File: src/rtl/reset_sequencer_pkg.sv
// -----------------------------------------------------------------------------
// reset_seq_pkg
//   Shared types and constants for the reset sequencer slice.
//   rseq_state_t : sequencer FSM state (HOLD, RELEASE, RUN)
//   BTN_CNT_W    : width of the saturating button-reset counter
// -----------------------------------------------------------------------------
package reset_seq_pkg;

    typedef enum logic [1:0] {
        HOLD,
        RELEASE,
        RUN
    } rseq_state_t;

    localparam int BTN_CNT_W = 8;

endpackage

File: src/rtl/reset_sequencer_btn_debounce.sv
// -----------------------------------------------------------------------------
// btn_debounce
//   Brings the raw reset pushbutton into the clk domain and accepts a new level
//   only after it has been stable for DEBOUNCE_CYCLES synchronized cycles.
//   Ports:
//     clk       in   system clock
//     rst_n     in   asynchronous active-low reset
//     btn_raw   in   raw pushbutton, asynchronous to clk
//     btn_db    out  debounced button level (registered)
//     btn_rise  out  one-cycle pulse, asserted together with a btn_db 0->1 update
// -----------------------------------------------------------------------------
module btn_debounce #(
    parameter int DEBOUNCE_CYCLES = 16,
    parameter int CNT_W           = $clog2(DEBOUNCE_CYCLES + 1)
) (
    input  logic clk,
    input  logic rst_n,
    input  logic btn_raw,
    output logic btn_db,
    output logic btn_rise
);

    localparam logic [CNT_W-1:0] STAB_LAST = CNT_W'(DEBOUNCE_CYCLES - 1);

    logic             sync_q1;
    logic             btn_s;
    logic [CNT_W-1:0] stab_cnt;

    always_ff @(posedge clk or negedge rst_n) begin
        if (!rst_n) begin
            sync_q1  <= 1'b0;
            btn_s    <= 1'b0;
            btn_db   <= 1'b0;
            btn_rise <= 1'b0;
            stab_cnt <= '0;
        end else begin
            sync_q1  <= btn_raw;
            btn_s    <= sync_q1;
            btn_rise <= 1'b0;
            // Any return to the accepted level restarts the stability window,
            // so short pulses never reach the terminal count.
            if (btn_s == btn_db) begin
                stab_cnt <= '0;
            end else if (stab_cnt == STAB_LAST) begin
                btn_db   <= btn_s;
                btn_rise <= btn_s;
                stab_cnt <= '0;
            end else begin
                stab_cnt <= stab_cnt + CNT_W'(1);
            end
        end
    end

endmodule

File: src/rtl/reset_sequencer.sv
// -----------------------------------------------------------------------------
// reset_sequencer
//   Debounces the board reset button and releases NUM_STAGES downstream reset
//   domains in order (stage 0 first), STAGE_GAP cycles apart. A debounced
//   button press re-asserts every stage at once and restarts the sequence.
//   Ports:
//     clk            in   system clock
//     rst_n          in   asynchronous active-low power-on reset
//     rst_btn        in   raw pushbutton, active-high, asynchronous to clk
//     stage_rst      out  per-domain reset, active-high, registered
//     all_released   out  1 while in RUN (every stage released)
//     busy           out  1 whenever not in RUN
//     btn_reset_cnt  out  saturating count of button-initiated resets
// -----------------------------------------------------------------------------
module reset_sequencer
    import reset_seq_pkg::*;
#(
    parameter int NUM_STAGES      = 4,
    parameter int DEBOUNCE_CYCLES = 16,
    parameter int STAGE_GAP       = 4
) (
    input  logic                  clk,
    input  logic                  rst_n,
    input  logic                  rst_btn,
    output logic [NUM_STAGES-1:0] stage_rst,
    output logic                  all_released,
    output logic                  busy,
    output logic [BTN_CNT_W-1:0]  btn_reset_cnt
);

    localparam int CNT_MAX = (DEBOUNCE_CYCLES > STAGE_GAP) ? DEBOUNCE_CYCLES : STAGE_GAP;
    localparam int CNT_W   = $clog2(CNT_MAX + 1);
    localparam int IDX_W   = $clog2(NUM_STAGES + 1);

    localparam logic [CNT_W-1:0] GAP_LAST = CNT_W'(STAGE_GAP - 1);
    localparam logic [IDX_W-1:0] IDX_LAST = IDX_W'(NUM_STAGES - 1);

    rseq_state_t      state;
    logic [CNT_W-1:0] gap_cnt;
    logic [IDX_W-1:0] idx;
    logic             btn_db;
    logic             btn_rise;

    function automatic logic [BTN_CNT_W-1:0] sat_inc(input logic [BTN_CNT_W-1:0] v);
        return (v == '1) ? v : v + BTN_CNT_W'(1);
    endfunction

    btn_debounce #(
        .DEBOUNCE_CYCLES (DEBOUNCE_CYCLES),
        .CNT_W           (CNT_W)
    ) u_btn_debounce (
        .clk      (clk),
        .rst_n    (rst_n),
        .btn_raw  (rst_btn),
        .btn_db   (btn_db),
        .btn_rise (btn_rise)
    );

    always_ff @(posedge clk or negedge rst_n) begin
        if (!rst_n) begin
            state         <= HOLD;
            stage_rst     <= '1;
            all_released  <= 1'b0;
            busy          <= 1'b1;
            btn_reset_cnt <= '0;
            gap_cnt       <= '0;
            idx           <= '0;
        end else begin
            case (state)
                HOLD: begin
                    stage_rst <= '1;
                    // A held button parks the sequencer here; the gap only
                    // starts counting once the debounced button is released.
                    if (btn_db) begin
                        gap_cnt <= '0;
                    end else if (gap_cnt == GAP_LAST) begin
                        gap_cnt <= '0;
                        if (NUM_STAGES == 1) begin
                            stage_rst    <= '0;
                            idx          <= '0;
                            state        <= RUN;
                            all_released <= 1'b1;
                            busy         <= 1'b0;
                        end else begin
                            stage_rst <= ~NUM_STAGES'(1);
                            idx       <= IDX_W'(1);
                            state     <= RELEASE;
                        end
                    end else begin
                        gap_cnt <= gap_cnt + CNT_W'(1);
                    end
                end

                RELEASE: begin
                    if (btn_rise) begin
                        state         <= HOLD;
                        stage_rst     <= '1;
                        gap_cnt       <= '0;
                        idx           <= '0;
                        all_released  <= 1'b0;
                        busy          <= 1'b1;
                        btn_reset_cnt <= sat_inc(btn_reset_cnt);
                    end else if (gap_cnt == GAP_LAST) begin
                        gap_cnt   <= '0;
                        // Only ever clears one more bit; released stages stay released.
                        stage_rst <= stage_rst & ~(NUM_STAGES'(1) << idx);
                        if (idx == IDX_LAST) begin
                            idx          <= '0;
                            state        <= RUN;
                            all_released <= 1'b1;
                            busy         <= 1'b0;
                        end else begin
                            idx <= idx + IDX_W'(1);
                        end
                    end else begin
                        gap_cnt <= gap_cnt + CNT_W'(1);
                    end
                end

                RUN: begin
                    if (btn_rise) begin
                        state         <= HOLD;
                        stage_rst     <= '1;
                        gap_cnt       <= '0;
                        idx           <= '0;
                        all_released  <= 1'b0;
                        busy          <= 1'b1;
                        btn_reset_cnt <= sat_inc(btn_reset_cnt);
                    end
                end

                default: begin
                    state        <= HOLD;
                    stage_rst    <= '1;
                    gap_cnt      <= '0;
                    idx          <= '0;
                    all_released <= 1'b0;
                    busy         <= 1'b1;
                end
            endcase
        end
    end

endmodule

File: config.mk
export PLATFORM = sky130hd
export DESIGN_NAME = reset_sequencer
export DESIGN_NICKNAME = d
export VERILOG_FILES = /design/src/rtl/reset_sequencer_pkg.sv /design/src/rtl/reset_sequencer_btn_debounce.sv /design/src/rtl/reset_sequencer.sv
export SDC_FILE = /design/constraint.sdc
export NUM_CORES = 1
export LEC_CHECK = 0
export BUFFER_PORTS_ARGS = -buffer_cell sky130_fd_sc_hd__buf_2
export CORE_UTILIZATION = 32
export CTS_BUF_LIST = sky130_fd_sc_hd__clkbuf_16
export CTS_CLUSTER_SIZE = 25
export DETAILED_ROUTE_END_ITERATION = 10
export SKIP_CTS_REPAIR_TIMING = 1
export SLEW_MARGIN = 20
export SYNTH_ARGS = -nofsm -noshare
export SYNTH_HDL_FRONTEND = slang
export SYNTH_SLANG_ARGS = --single-unit
File: constraint.sdc
create_clock -name clk -period 2.35 [get_ports clk]
set_input_delay 0.3525 -clock clk [delete_from_list [all_inputs] [get_ports clk]]
set_output_delay 0.3525 -clock clk [all_outputs]
set_load 0.01 [all_outputs]
Yosys cells after proc, flatten, opt, wreduce, memory -nomap -nowiden
Cells that the tools add are included.
{ "op_classes": {"eq_ne": 12, "n_addsub": 4, "n_reduce_logical": 8, "n_bitwise": 5, "n_shift": 1, "mux": 39} }
{ "op_table": {"columns": ["operator", "n"], "rows": [
  ["$mux 5", 6],
  ["$mux 3", 6],
  ["$pmux 5 s3", 1],
  ["$mux 1", 12],
  ["$mux 2", 6],
  ["$mux 4", 3],
  ["$pmux 4 s3", 1],
  ["$add 5x1->5 const B", 2],
  ["$pmux 3 s3", 1],
  ["$add 8x1->8 const B", 1],
  ["$eq 8x8->1 const B", 1],
  ["$reduce_and 4->1", 2],
  ["$ne 3x2->1 const B", 2],
  ["$pmux 1 s3", 2],
  ["$pmux 2 s3", 1],
  ["$eq 5x2->1 const B", 1],
  ["$eq 5x4->1 const B", 1],
  ["$reduce_and 5->1", 1],
  ["$and 4x4->4", 1],
  ["$ne 2x2->1 const B", 2],
  ["$not 4->4", 1],
  ["$reduce_and 2->1", 2],
  ["$shl 1x3->4 const A", 1],
  ["$add 3x1->3 const B", 1],
  ["9 further kinds", 11]
]} }
{ "totals": {"input_bits": 3, "output_inout_bits": 14, "word_cells": 81, "register_bits": 33} }

Depth between registers and ports, before layout
{ "logic_depth": {"depth_word": 6, "mapped_depth": 7, "ltp_nobuf": 6} }

Cells and area by module
From an unflattened synthesis, not the netlist that was laid out.
{ "unflattened": {"hier_cells": 147, "hier_area_um2": 1591.5} }
{ "by_module_without_submodules": {"columns": ["module", "instances", "cells_each", "seq_area_each_um2", "area_per_inst_um2"], "rows": [
  ["reset_sequencer", 1, 122, 606.8, 1256.2],
  ["btn_debounce", 1, 25, 225.2, 335.3]
]} }

Worst setup path before layout
Ideal clock, no wire load.
{ "synth_path": {"path_kind": "reg-to-reg", "from": "reg gap_cnt[0]", "to": "reg idx[1]", "setup_ps": 125, "synth_period_minus_slack_ps": 1969, "n_path_buf": 1, "setup_slack_ps": 381, "arrival_ps": 1844, "required_ps": 2225, "path_stages_with_launch": 7, "cell_sequence": "dfrtp_1 ha_1 or4b_1 buf_2 a211oi_4 nor2_2 mux2_4"} }
{ "synth_between": {"elab_chain_cells": 3, "word_cells_on_any_way": 4, "classes_between": "eq/ne: 3; reduce/logical: 1"} }
{ "synth_rtl": {"columns": ["item", "line_no", "text"], "rows": [
  ["start: declaration", "reset_sequencer.sv:39", "logic [CNT_W-1:0] gap_cnt;"],
  ["start signal: assignment", "reset_sequencer.sv:90", "gap_cnt <= gap_cnt + CNT_W'(1);"],
  ["start signal: assignment", "reset_sequencer.sv:116", "gap_cnt <= gap_cnt + CNT_W'(1);"],
  ["$eq 5x2->1 (*)", "reset_sequencer.sv:76, reset_sequencer.sv:103", null],
  ["$ne 3x2->1 (no source line) / $ne 2x2->1 (equally long branches)", null, null],
  ["$reduce_and 4->1 (no source line) (*)", null, null],
  ["end signal: assignment", "reset_sequencer.sv:113", "idx <= idx + IDX_W'(1);"],
  ["end: declaration", "reset_sequencer.sv:40", "logic [IDX_W-1:0] idx;"]
]} }
Mark *: on every way between the ends. The rest lies on a longest branch, timed or not.
A chain may end at the register's enable or synchronous reset.

Final worst setup path
Ends and elaborated chain as after synthesis.

==> flow_summary.toml <==
[pwr]
pwr-share-comb_pct = 35.2
p_int_mw = 1.380
peakVddDrop_mv = 0.5524
p_leak_nw = 0.9142
clkPwrFrac_pct = 29.4
switchingPower_mw = 0.7199
switching_share_pct = 34.28
seqPwrFrac_pct = 35.4
power_density_mw_per_mm2 = 1106

[synth]
synth_top_cell_by_area = "dfrtp_1"
synthArstFlopShare_pct = 100.0
synth_edf_count = 0
synth_cell_types = 37
syn_nets = 158
synth_top_area_share_pct = 44.20
postSynthAreaPerCell_um2 = 10.93
yosys_warnings = 0
ys.flop_type = "dfrtp_1"
ys_ff_latch = 33
synth_area_mm2 = 0.001585
netlist_top_cells_area = "dfrtp_1 (44%), dfstp_2 (8.3%), ha_1 (7.9%)"
syn_inst = 145
seq_area_frac_synth_pct = 52.49

[sta]
post-route-min-period_ns = 2.165
setup_slack_ns = 0.1847
setup_viol = 0
drv_slew = 0
worstMarginPinSlew_ns = 0.7379
rsz0062_at_grt = "false"
skew_ns = 0.002857
fmax_mhz = 461.8
final.setup.tns_ns = 0
hold_viol = 0
period_share_pct = 92.14
slew_headroom_pct = 50.81

[grt]
antenna_found_initial = 0
grt_max_degree = 34
overflow = 0
grt_pass1_wl_um = 4719
grt_pass1_vias = 1049
grt_use_total_pct = 11.44

[floorplan]
fp.dieH_um = 72.39
die_w_um = 72.39
ioPinCount = 17
initial_core_util_pct = 33.34
coreArea_mm2 = 0.004755
floorplan.die_area_mm2 = 0.005240
num_rows = 25

[place]
dpl_cell_area_mm2 = 0.001755
dp_cells = 228
dp_hpwl_um = 1849
io_buffers = 16
post-place-ws_ns = 0.1981
routabilityCongestion = 0.7738

[cells_and_area]
layout-drive-gt1-share_pct = 21.30
nets = 181
fin_area_mm2 = 0.001898
fin_util_pct = 39.92
final_cells = 236
antennaDiodeCount = 0
area_growth_pct = 19.73

[clock_tree]
insertion_delay_ns = 0.27
clk_pin_slew_ns = 0.05
cts_sinks = 33
cts_buffers = 5
clk_path_buf_depth = 2
root_buffer = "clkbuf_16"
cts_max_level = 2
cts_tree = "yes"

[outcome]
status = "complete, no violations"

[hold_path]
hold_path.class = "primary input to async pin"

[worst_setup_path]
crit_arrival_ns = 2.32
cp_max_fo = 6
worstSetupPathType = "flop to flop"
cp-startpoint = "gap_cnt[0]"
critPathCaptureType = "flop"
r2r_slack_ns = 0.18
critPathRequiredTime_ns = 2.51
reg2reg_from = "gap_cnt[0]"
critPathLaunchType = "flop"

[drt]
drcViolationCount = 0
drtIter0Drc = 37
dr.pass1.iters = 4
routed_via_density = 4.623
wire_per_inst_um = 11.17
vias = 1091
drt-total-wl_um = 2635
antenna_left = 0

[job]
drv_cap = 0
cell usage after synthesis, drive strengths merged (2+ instances only):
cell,n
ha,10
xor2,4
and3,3
mux2,3
nor2b,2
o21a,2
a2bb2oi,2
and2,3
nand2b,4
a21oi,5
inv,9
xnor2,6
a21o,4
nand2,11
a211oi,2
dfstp,5
dfrtp,28
o21ai,10
nand3,5
a41oi,2
nand4,4
nor2,10
power by group through the flow:
stage / logic [mW] / registers [mW] / clock network [mW]
floorplan: 0.556 / 0.765 / 0
global placement: 0.756 / 0.751 / 0
detailed placement: 0.746 / 0.755 / 0
CTS: 0.751 / 0.745 / 0.639
global route: 0.858 / 0.758 / 0.661
finish: 0.738 / 0.744 / 0.617
path summary, 6_finish.rpt:
check,to,cells past startpoint
max in group asynchronous,btn_reset_cnt[1],1
max,idx[1],5
max reg2reg,idx[1],5
min reg2reg,u_btn_debounce.btn_s,0
min,gap_cnt[4],1
min in group clk,u_btn_debounce.sync_q1,1
cell type report:
type / count / area, um2
fillers: 494 / 2856
multi-input cells: 101 / 710.7
clock buffers: 5 / 125.1
inverters: 9 / 33.78
repair buffers: 18 / 95.09
clock inverters: 3 / 17.52
flip-flops and latches: 33 / 832.0
well taps: 67 / 83.83
worst max-delay path, cell delays in order, from the launching register on:
cell and delay, ns:
dfrtp_1 0.40, ha_1 0.24, or4b_1 0.61, a211oi_4 0.37, nor2_2 0.13, mux2_4 0.31
per-layer routing:
metal,track usage (%),up-vias,wire [um]
met5,0,-,0
met4,2.614,0,8
met3,3.472,2,103
met2,17.13,24,1167
met1,16.27,516,1355
li1,-,549,-
cell families after synthesis:
family / count (synthesis) / share of synthesized area, %
AND/OR/NAND/NOR: 47 / 15.55
flip-flops: 33 / 52.49
AO/OA/AOI/OAI: 31 / 13.50
buffers and inverters: 11 / 2.683
XOR/XNOR: 10 / 5.525
adder cells (fa/ha/maj): 10 / 7.893
multiplexers: 3 / 2.367
metrics by stage:
| stage | hold slack [ns] | total power [mW] |
|---|---|---|
| global route | 0.1744 | 2.277 |
| CTS | 0.1741 | 2.135 |
| floorplan | 0.05691 | 1.321 |
| finish | 0.1495 | 2.100 |
| global placement | 0.3330 | 1.507 |
| detailed placement | 0.3387 | 1.501 |
cells in the final DEF, fill, tap and decap left out, types with 5 or more instances in the layout:
cell	instances
a21oi_1	5
clkbuf_16	5
xnor2_1	6
ha_1	10
inv_1	9
dfrtp_1	28
dfstp_2	5
nand3_1	5
nand2_1	11
buf_2	16
o21ai_0	9
nor2_1	9
flip-flops by register name, indices dropped and copies added, names as in the netlist:
register and cells:
u_btn_debounce.stab_cnt 5, all_released 1, idx 3, u_btn_debounce.sync_q1 1
stage_rst 4, u_btn_debounce.btn_s 1, state 2, gap_cnt 5
u_btn_debounce.btn_rise 1, u_btn_debounce.btn_db 1, btn_reset_cnt 8, busy 1
(Power assumes the default switching activity.)
